<file path="src/rtl/mips_cpu_data_mem_if_if.sv">
// CPU-side request/response and Avalon-MM style bus signals of the data memory interface.
// slave = the memory interface block, master = its environment (CPU datapath plus bus slave).
interface mips_cpu_data_mem_if_if;
  logic        clk_enable;
  logic        data_read;
  logic        data_write;
  logic [3:0]  byte_enable;
  logic        load_signed;
  logic [31:0] addr;
  logic [31:0] wdata;
  logic        stall;
  logic        done;
  logic [31:0] rdata;
  logic        err;
  logic [31:0] mem_address;
  logic        mem_read;
  logic        mem_write;
  logic [3:0]  mem_byteenable;
  logic [31:0] mem_writedata;
  logic [31:0] mem_readdata;
  logic        mem_waitrequest;

  modport slave (
    input  clk_enable, data_read, data_write, byte_enable, load_signed, addr, wdata,
    output stall, done, rdata, err,
    output mem_address, mem_read, mem_write, mem_byteenable, mem_writedata,
    input  mem_readdata, mem_waitrequest
  );

  modport master (
    output clk_enable, data_read, data_write, byte_enable, load_signed, addr, wdata,
    input  stall, done, rdata, err,
    input  mem_address, mem_read, mem_write, mem_byteenable, mem_writedata,
    output mem_readdata, mem_waitrequest
  );
endinterface

</file>
<file path="src/rtl/mips_cpu_data_mem_if.sv">
// Turns one CPU load/store into a single word-aligned bus transaction, stalling the CPU
// until the bus completes, and returns lane-aligned, extended load data.
module mips_cpu_data_mem_if (
  input logic                   clk,
  input logic                   reset,
  mips_cpu_data_mem_if_if.slave bus
);
  typedef enum logic [1:0] {IDLE, RD_WAIT, WR_WAIT, RESP} state_t;
  typedef enum logic [1:0] {SZ_BYTE, SZ_HALF, SZ_WORD} size_t;

  state_t      state_q, state_d;
  size_t       size_q, size_d;
  logic [1:0]  off_q, off_d;
  logic        sign_q, sign_d;
  logic        load_q, load_d;
  logic        err_q, err_d;
  logic [31:0] rcap_q, rcap_d;
  logic [31:0] mem_address_q, mem_address_d;
  logic [31:0] mem_writedata_q, mem_writedata_d;
  logic [3:0]  mem_byteenable_q, mem_byteenable_d;
  logic        mem_read_q, mem_read_d;
  logic        mem_write_q, mem_write_d;

  logic        accept;
  logic        illegal;
  size_t       req_size;
  logic [31:0] shifted;
  logic [31:0] fmt;

  assign accept = (state_q == IDLE) & bus.clk_enable & (bus.data_read | bus.data_write);

  always_comb begin
    req_size = SZ_WORD;
    illegal  = bus.data_read & bus.data_write;
    case (bus.byte_enable)
      4'b0001: req_size = SZ_BYTE;
      4'b0011: begin
        req_size = SZ_HALF;
        if (bus.addr[0]) illegal = 1'b1;
      end
      4'b1111: begin
        req_size = SZ_WORD;
        if (bus.addr[1:0] != 2'b00) illegal = 1'b1;
      end
      default: illegal = 1'b1;
    endcase
  end

  always_comb begin
    state_d          = state_q;
    size_d           = size_q;
    off_d            = off_q;
    sign_d           = sign_q;
    load_d           = load_q;
    err_d            = err_q;
    rcap_d           = rcap_q;
    mem_address_d    = mem_address_q;
    mem_writedata_d  = mem_writedata_q;
    mem_byteenable_d = mem_byteenable_q;
    mem_read_d       = mem_read_q;
    mem_write_d      = mem_write_q;
    case (state_q)
      IDLE: begin
        if (accept) begin
          size_d = req_size;
          off_d  = bus.addr[1:0];
          sign_d = bus.load_signed;
          load_d = bus.data_read;
          err_d  = illegal;
          if (illegal) begin
            state_d = RESP;
          end else begin
            mem_address_d    = {bus.addr[31:2], 2'b00};
            mem_byteenable_d = bus.byte_enable << bus.addr[1:0];
            if (bus.data_read) begin
              mem_read_d = 1'b1;
              state_d    = RD_WAIT;
            end else begin
              mem_write_d     = 1'b1;
              mem_writedata_d = bus.wdata << {bus.addr[1:0], 3'b000};
              state_d         = WR_WAIT;
            end
          end
        end
      end
      RD_WAIT, WR_WAIT: begin
        if (!bus.mem_waitrequest) begin
          if (state_q == RD_WAIT) rcap_d = bus.mem_readdata;
          // Bus outputs return to inactive as soon as the slave completes.
          mem_address_d    = 32'h0;
          mem_writedata_d  = 32'h0;
          mem_byteenable_d = 4'h0;
          mem_read_d       = 1'b0;
          mem_write_d      = 1'b0;
          state_d          = RESP;
        end
      end
      default: begin
        err_d   = 1'b0;
        state_d = IDLE;
      end
    endcase
  end

  always_ff @(posedge clk or posedge reset) begin
    if (reset) begin
      state_q          <= IDLE;
      size_q           <= SZ_BYTE;
      off_q            <= 2'b00;
      sign_q           <= 1'b0;
      load_q           <= 1'b0;
      err_q            <= 1'b0;
      rcap_q           <= 32'h0;
      mem_address_q    <= 32'h0;
      mem_writedata_q  <= 32'h0;
      mem_byteenable_q <= 4'h0;
      mem_read_q       <= 1'b0;
      mem_write_q      <= 1'b0;
    end else begin
      state_q          <= state_d;
      size_q           <= size_d;
      off_q            <= off_d;
      sign_q           <= sign_d;
      load_q           <= load_d;
      err_q            <= err_d;
      rcap_q           <= rcap_d;
      mem_address_q    <= mem_address_d;
      mem_writedata_q  <= mem_writedata_d;
      mem_byteenable_q <= mem_byteenable_d;
      mem_read_q       <= mem_read_d;
      mem_write_q      <= mem_write_d;
    end
  end

  assign shifted = rcap_q >> {off_q, 3'b000};

  always_comb begin
    case (size_q)
      SZ_BYTE: fmt = {{24{sign_q & shifted[7]}}, shifted[7:0]};
      SZ_HALF: fmt = {{16{sign_q & shifted[15]}}, shifted[15:0]};
      default: fmt = shifted;
    endcase
  end

  // Stall is combinational so the CPU freezes in the very cycle it issues the request.
  assign bus.stall          = ~reset & ((state_q == RD_WAIT) | (state_q == WR_WAIT) | accept);
  assign bus.done           = (state_q == RESP);
  assign bus.err            = (state_q == RESP) & err_q;
  assign bus.rdata          = ((state_q == RESP) & load_q & ~err_q) ? fmt : 32'h0;
  assign bus.mem_address    = mem_address_q;
  assign bus.mem_read       = mem_read_q;
  assign bus.mem_write      = mem_write_q;
  assign bus.mem_byteenable = mem_byteenable_q;
  assign bus.mem_writedata  = mem_writedata_q;
endmodule

</file>
<file path="src/flat_wrapper.sv">
// flat-port wrapper written by rule: the top's interface ports become plain ports
module mips_cpu_data_mem_if_flat 
  (clk, reset, bus_clk_enable, bus_data_read, bus_data_write, bus_byte_enable, bus_load_signed, bus_addr, bus_wdata, bus_stall, bus_done, bus_rdata, bus_err, bus_mem_address, bus_mem_read, bus_mem_write, bus_mem_byteenable, bus_mem_writedata, bus_mem_readdata, bus_mem_waitrequest);
  mips_cpu_data_mem_if_if bus_i ();
  input logic clk;
  input logic reset;
  input wire logic [$bits(bus_i.clk_enable)-1:0] bus_clk_enable;
  input wire logic [$bits(bus_i.data_read)-1:0] bus_data_read;
  input wire logic [$bits(bus_i.data_write)-1:0] bus_data_write;
  input wire logic [$bits(bus_i.byte_enable)-1:0] bus_byte_enable;
  input wire logic [$bits(bus_i.load_signed)-1:0] bus_load_signed;
  input wire logic [$bits(bus_i.addr)-1:0] bus_addr;
  input wire logic [$bits(bus_i.wdata)-1:0] bus_wdata;
  output wire logic [$bits(bus_i.stall)-1:0] bus_stall;
  output wire logic [$bits(bus_i.done)-1:0] bus_done;
  output wire logic [$bits(bus_i.rdata)-1:0] bus_rdata;
  output wire logic [$bits(bus_i.err)-1:0] bus_err;
  output wire logic [$bits(bus_i.mem_address)-1:0] bus_mem_address;
  output wire logic [$bits(bus_i.mem_read)-1:0] bus_mem_read;
  output wire logic [$bits(bus_i.mem_write)-1:0] bus_mem_write;
  output wire logic [$bits(bus_i.mem_byteenable)-1:0] bus_mem_byteenable;
  output wire logic [$bits(bus_i.mem_writedata)-1:0] bus_mem_writedata;
  input wire logic [$bits(bus_i.mem_readdata)-1:0] bus_mem_readdata;
  input wire logic [$bits(bus_i.mem_waitrequest)-1:0] bus_mem_waitrequest;
  assign bus_i.clk_enable = bus_clk_enable;
  assign bus_i.data_read = bus_data_read;
  assign bus_i.data_write = bus_data_write;
  assign bus_i.byte_enable = bus_byte_enable;
  assign bus_i.load_signed = bus_load_signed;
  assign bus_i.addr = bus_addr;
  assign bus_i.wdata = bus_wdata;
  assign bus_stall = bus_i.stall;
  assign bus_done = bus_i.done;
  assign bus_rdata = bus_i.rdata;
  assign bus_err = bus_i.err;
  assign bus_mem_address = bus_i.mem_address;
  assign bus_mem_read = bus_i.mem_read;
  assign bus_mem_write = bus_i.mem_write;
  assign bus_mem_byteenable = bus_i.mem_byteenable;
  assign bus_mem_writedata = bus_i.mem_writedata;
  assign bus_i.mem_readdata = bus_mem_readdata;
  assign bus_i.mem_waitrequest = bus_mem_waitrequest;
  mips_cpu_data_mem_if u_core (.clk(clk), .reset(reset), .bus(bus_i));
endmodule
</file>
<file path="config.mk">
export PLATFORM = sky130hd
export DESIGN_NAME = mips_cpu_data_mem_if_flat
export DESIGN_NICKNAME = d
export VERILOG_FILES = /design/src/rtl/mips_cpu_data_mem_if_if.sv /design/src/rtl/mips_cpu_data_mem_if.sv /design/src/flat_wrapper.sv
export SDC_FILE = /design/constraint.sdc
export NUM_CORES = 1
export LEC_CHECK = 0
export ABC_AREA = 1
export BUFFER_PORTS_ARGS = -buffer_cell sky130_fd_sc_hd__buf_2
export CAP_MARGIN = 10
export CORE_MARGIN = 10
export CORE_UTILIZATION = 46
export DETAILED_ROUTE_END_ITERATION = 10
export GPL_TIMING_DRIVEN = 0
export PLACE_DENSITY = 0.78
export SLEW_MARGIN = 20
export SYNTH_ARGS = -nofsm -noshare
export SYNTH_HDL_FRONTEND = slang
export SYNTH_SLANG_ARGS = --single-unit
</file>
<file path="constraint.sdc">
create_clock -name clk -period 3.4 [get_ports clk]
set_input_delay 0.34 -clock clk [delete_from_list [all_inputs] [get_ports clk]]
set_output_delay 0.34 -clock clk [all_outputs]
set_load 0.01 [all_outputs]
</file>
==> impl_metrics.toml <==
[critical_path]
cp_max_fo = 9
rrSetupSlack_ns = 1.21
critPathRequiredTime_ns = 3.06
critPathKind = "register to output port"
crit_path_start = "u_core.state_q[0]"
crit_arrival_ns = 2.34
cp-start-kind = "register"
worstSetupEndpoint = "bus_rdata[15]"
end_kind = "output port"
reg2regPathDepth = 8
reg2reg_from = "u_core.state_q[0]"
r2r-end = "u_core.bus.mem_writedata[24]"

[synth]
yosys_warnings = 0
syn_avg_cell_area_um2 = 7.77
synthAdderAreaFrac = 0.00623
synth_compound_area_frac = 0.104
ys_seq_area_frac = 0.453
synthXorXnorAreaFrac = 0
netlist_instances = 776
ys_types = 37
synthesis.area_um2 = 6030
ys_ff_latch = 109
synth_top_family_by_area = "simple AND/OR/NAND/NOR gates"
synth_mux_area_frac = 0.0714
yosys.area_share.simple = 0.282

[clock_tree]
cts.sinks = 109
htreeDepth = 3
cts_root_buf = "clkbuf_16"
clock_latency_ns = 0.35
numCtsBuffers = 9
cts_setup_buffers = 0
cts_tree = "yes"
clk_pin_slew_ns = 0.07
cts_hold_buf = 0
cts_resized = 0
clock_path_buffers = 2

[outcome]
status = "complete, no violations"

[final_layout]
final_cells = 1177
seq_area_um2 = 2730
stdcell_area_um2 = 7610
final_nets = 1108
final_util = 0.598
syn_to_final_growth_pct = 26.3
n_fill_cell = 1227
drive_gt1_frac = 0.304
multi_input_area_um2 = 2800

[place]
place_area_um2 = 7320
port_buffers = 209
dp_slack_ns = 1.12
gp_congestion = 0.919
dp_hpwl_mm = 15.3
dp_cells = 1159

[timing]
slew_headroom = 0.569
worst_slew_pin_slew_ns = 0.644
period_share = 0.789
min_period_ns = 2.68
fmax_mhz = 373
setup_tns_ns = 0
drv_slew = 0
hold_viol_final = 0
worst_slack_ns = 0.719
whs_ns = 0.0474
fin_skew_ns = 0.00327
rsz0062_at_grt = "no"
finalSetupViolations = 0

[floorplan]
io_pins = 212
die_w_um = 134
initial_core_util = 0.474
die-area_um2 = 18100
die_h_um = 134
core_um2 = 12700
core.rowCount = 41

[min_path]
min_path_type = "input pin to asynchronous set/reset pin"

[grt]
first_global_vias = 6161
antenna_found_initial = 5
grt_pass1_wl_mm = 31.6
grt_max_degree = 57
grt_use_total = 0.214
gr-total-overflow = 0

[power_and_ir_drop]
total_power_mw = 7.02
vdd_drop_max_v = 0.000530
pwr_density_cell_nw_per_um2 = 923
p_leak_nw = 4.32

[routing]
viasPerCell = 5.15
wl_mm = 19.3
antenna_left = 0
post_drt_wl_per_cell_um = 16.4
drc_errors = 0
vias = 6065
drtPass1Iterations = 7
drt_iter0_drc = 527

[flow_run]
drv_cap = 0
## worst min-delay path by stage
stage                                         endpoint  slack (ns)  depth (start not counted)
after floorplan                          u_core.sign_q        0.45                          2
after global placement       u_core.bus.mem_address[6]        0.45                          2
after global routing      u_core.bus.mem_writedata[13]        0.09                          2
after detailed placement  u_core.bus.mem_writedata[22]        0.45                          2
final                     u_core.bus.mem_writedata[13]        0.05                          2
after CTS                 u_core.bus.mem_writedata[13]        0.07                          2
## where the power goes
group          total (mW)  internal [mW]  switching [mW]
clock                1.03          0.564           0.469
sequential           2.17           1.83           0.341
combinational        3.82           1.38            2.44
total                7.02           3.78            3.25
## Yosys cell counts, drive strengths merged
master / instances / share of area
mux2i: 7 / 0.012
clkbuf: 17 / 0.011
o221ai: 3 / 0.0044
nand4: 34 / 0.037
o21a: 1 / 0.0012
o21ai: 35 / 0.029
mux2: 32 / 0.060
nand2: 281 / 0.18
nor2: 66 / 0.044
o22ai: 9 / 0.0093
o21bai: 1 / 0.0031
buf: 33 / 0.033
nor3: 1 / 0.0017
a31oi: 8 / 0.0083
inv: 59 / 0.037
conb: 1 / 0.00062
nand3: 24 / 0.021
dfrtp: 109 / 0.45
ha: 3 / 0.0062
o211ai: 1 / 0.0012
or2: 1 / 0.0010
clkinv: 3 / 0.0021
a21oi: 38 / 0.033
o32ai: 1 / 0.0015
o31ai: 1 / 0.0012
a311o: 7 / 0.012
## cell type report
| type | count | share of cell area |
|---|---|---|
| Inverter | 62 | 0.0314 |
| Timing Repair Buffer | 210 | 0.141 |
| Multi-Input combinational cell | 556 | 0.368 |
| Tap cell | 172 | 0.0283 |
| Buffer | 50 | 0.0348 |
| Clock buffer | 10 | 0.0301 |
| Sequential cell | 109 | 0.358 |
| Clock inverter | 5 | 0.00690 |
| Antenna cell | 3 | 0.000986 |
## cells in the final DEF (no fill, tap or decap), types with 8 or more instances in the layout
master	Yosys	routed
clkbuf_1	17	18
dfrtp_1	109	109
o21ai_0	35	35
a21oi_1	35	35
a31oi_1	8	8
clkbuf_16	0	9
nor2_1	64	64
nand3_1	23	23
nand4_1	32	32
inv_1	55	54
buf_2	20	229
o22ai_1	9	9
mux2_2	32	32
nand2_1	277	277
## metal layers
| metal | wire length, um | share of wire | up-vias | global-route usage |
|---|---|---|---|---|
| li1 | - | - | 2971 | - |
| met1 | 7920 | 0.41 | 2788 | 0.259 |
| met2 | 8830 | 0.46 | 276 | 0.344 |
| met3 | 2130 | 0.11 | 28 | 0.0786 |
| met4 | 403 | 0.021 | 2 | 0.0744 |
| met5 | 18 | 0.00093 | - | 0 |
## worst max-delay path: stages (launching register included)
cell and delay (ns):
dfrtp_1 0.37, ha_1 0.19, inv_1 0.09, nor3_2 0.50, clkinv_1 0.38, a21oi_1 0.28, buf_2 0.17
## kinds of logic (layout without fill, tap and decap cells)
kind of cell | count (synthesis) | count (layout)
other | 1 | 5
muxes | 39 | 39
AOI/OAI and AO/OA | 105 | 105
and+or+nand+nor | 407 | 407
buffers and inverters | 112 | 337
DFF | 109 | 109
adders and majority gates | 3 | 3
## registers in the layout (all words and copies together) (netlist names)
signal / flops
u_core.sign_q: 1
u_core.err_q: 1
u_core.size_q: 2
u_core.load_q: 1
u_core.bus.mem_writedata: 32
u_core.state_q: 2
u_core.bus.mem_write: 1
u_core.bus.mem_read: 1
u_core.bus.mem_address: 30
u_core.rcap_q: 32
u_core.off_q: 2
u_core.bus.mem_byteenable: 4
No activity file was read; power rests on OpenSTA's default activity.
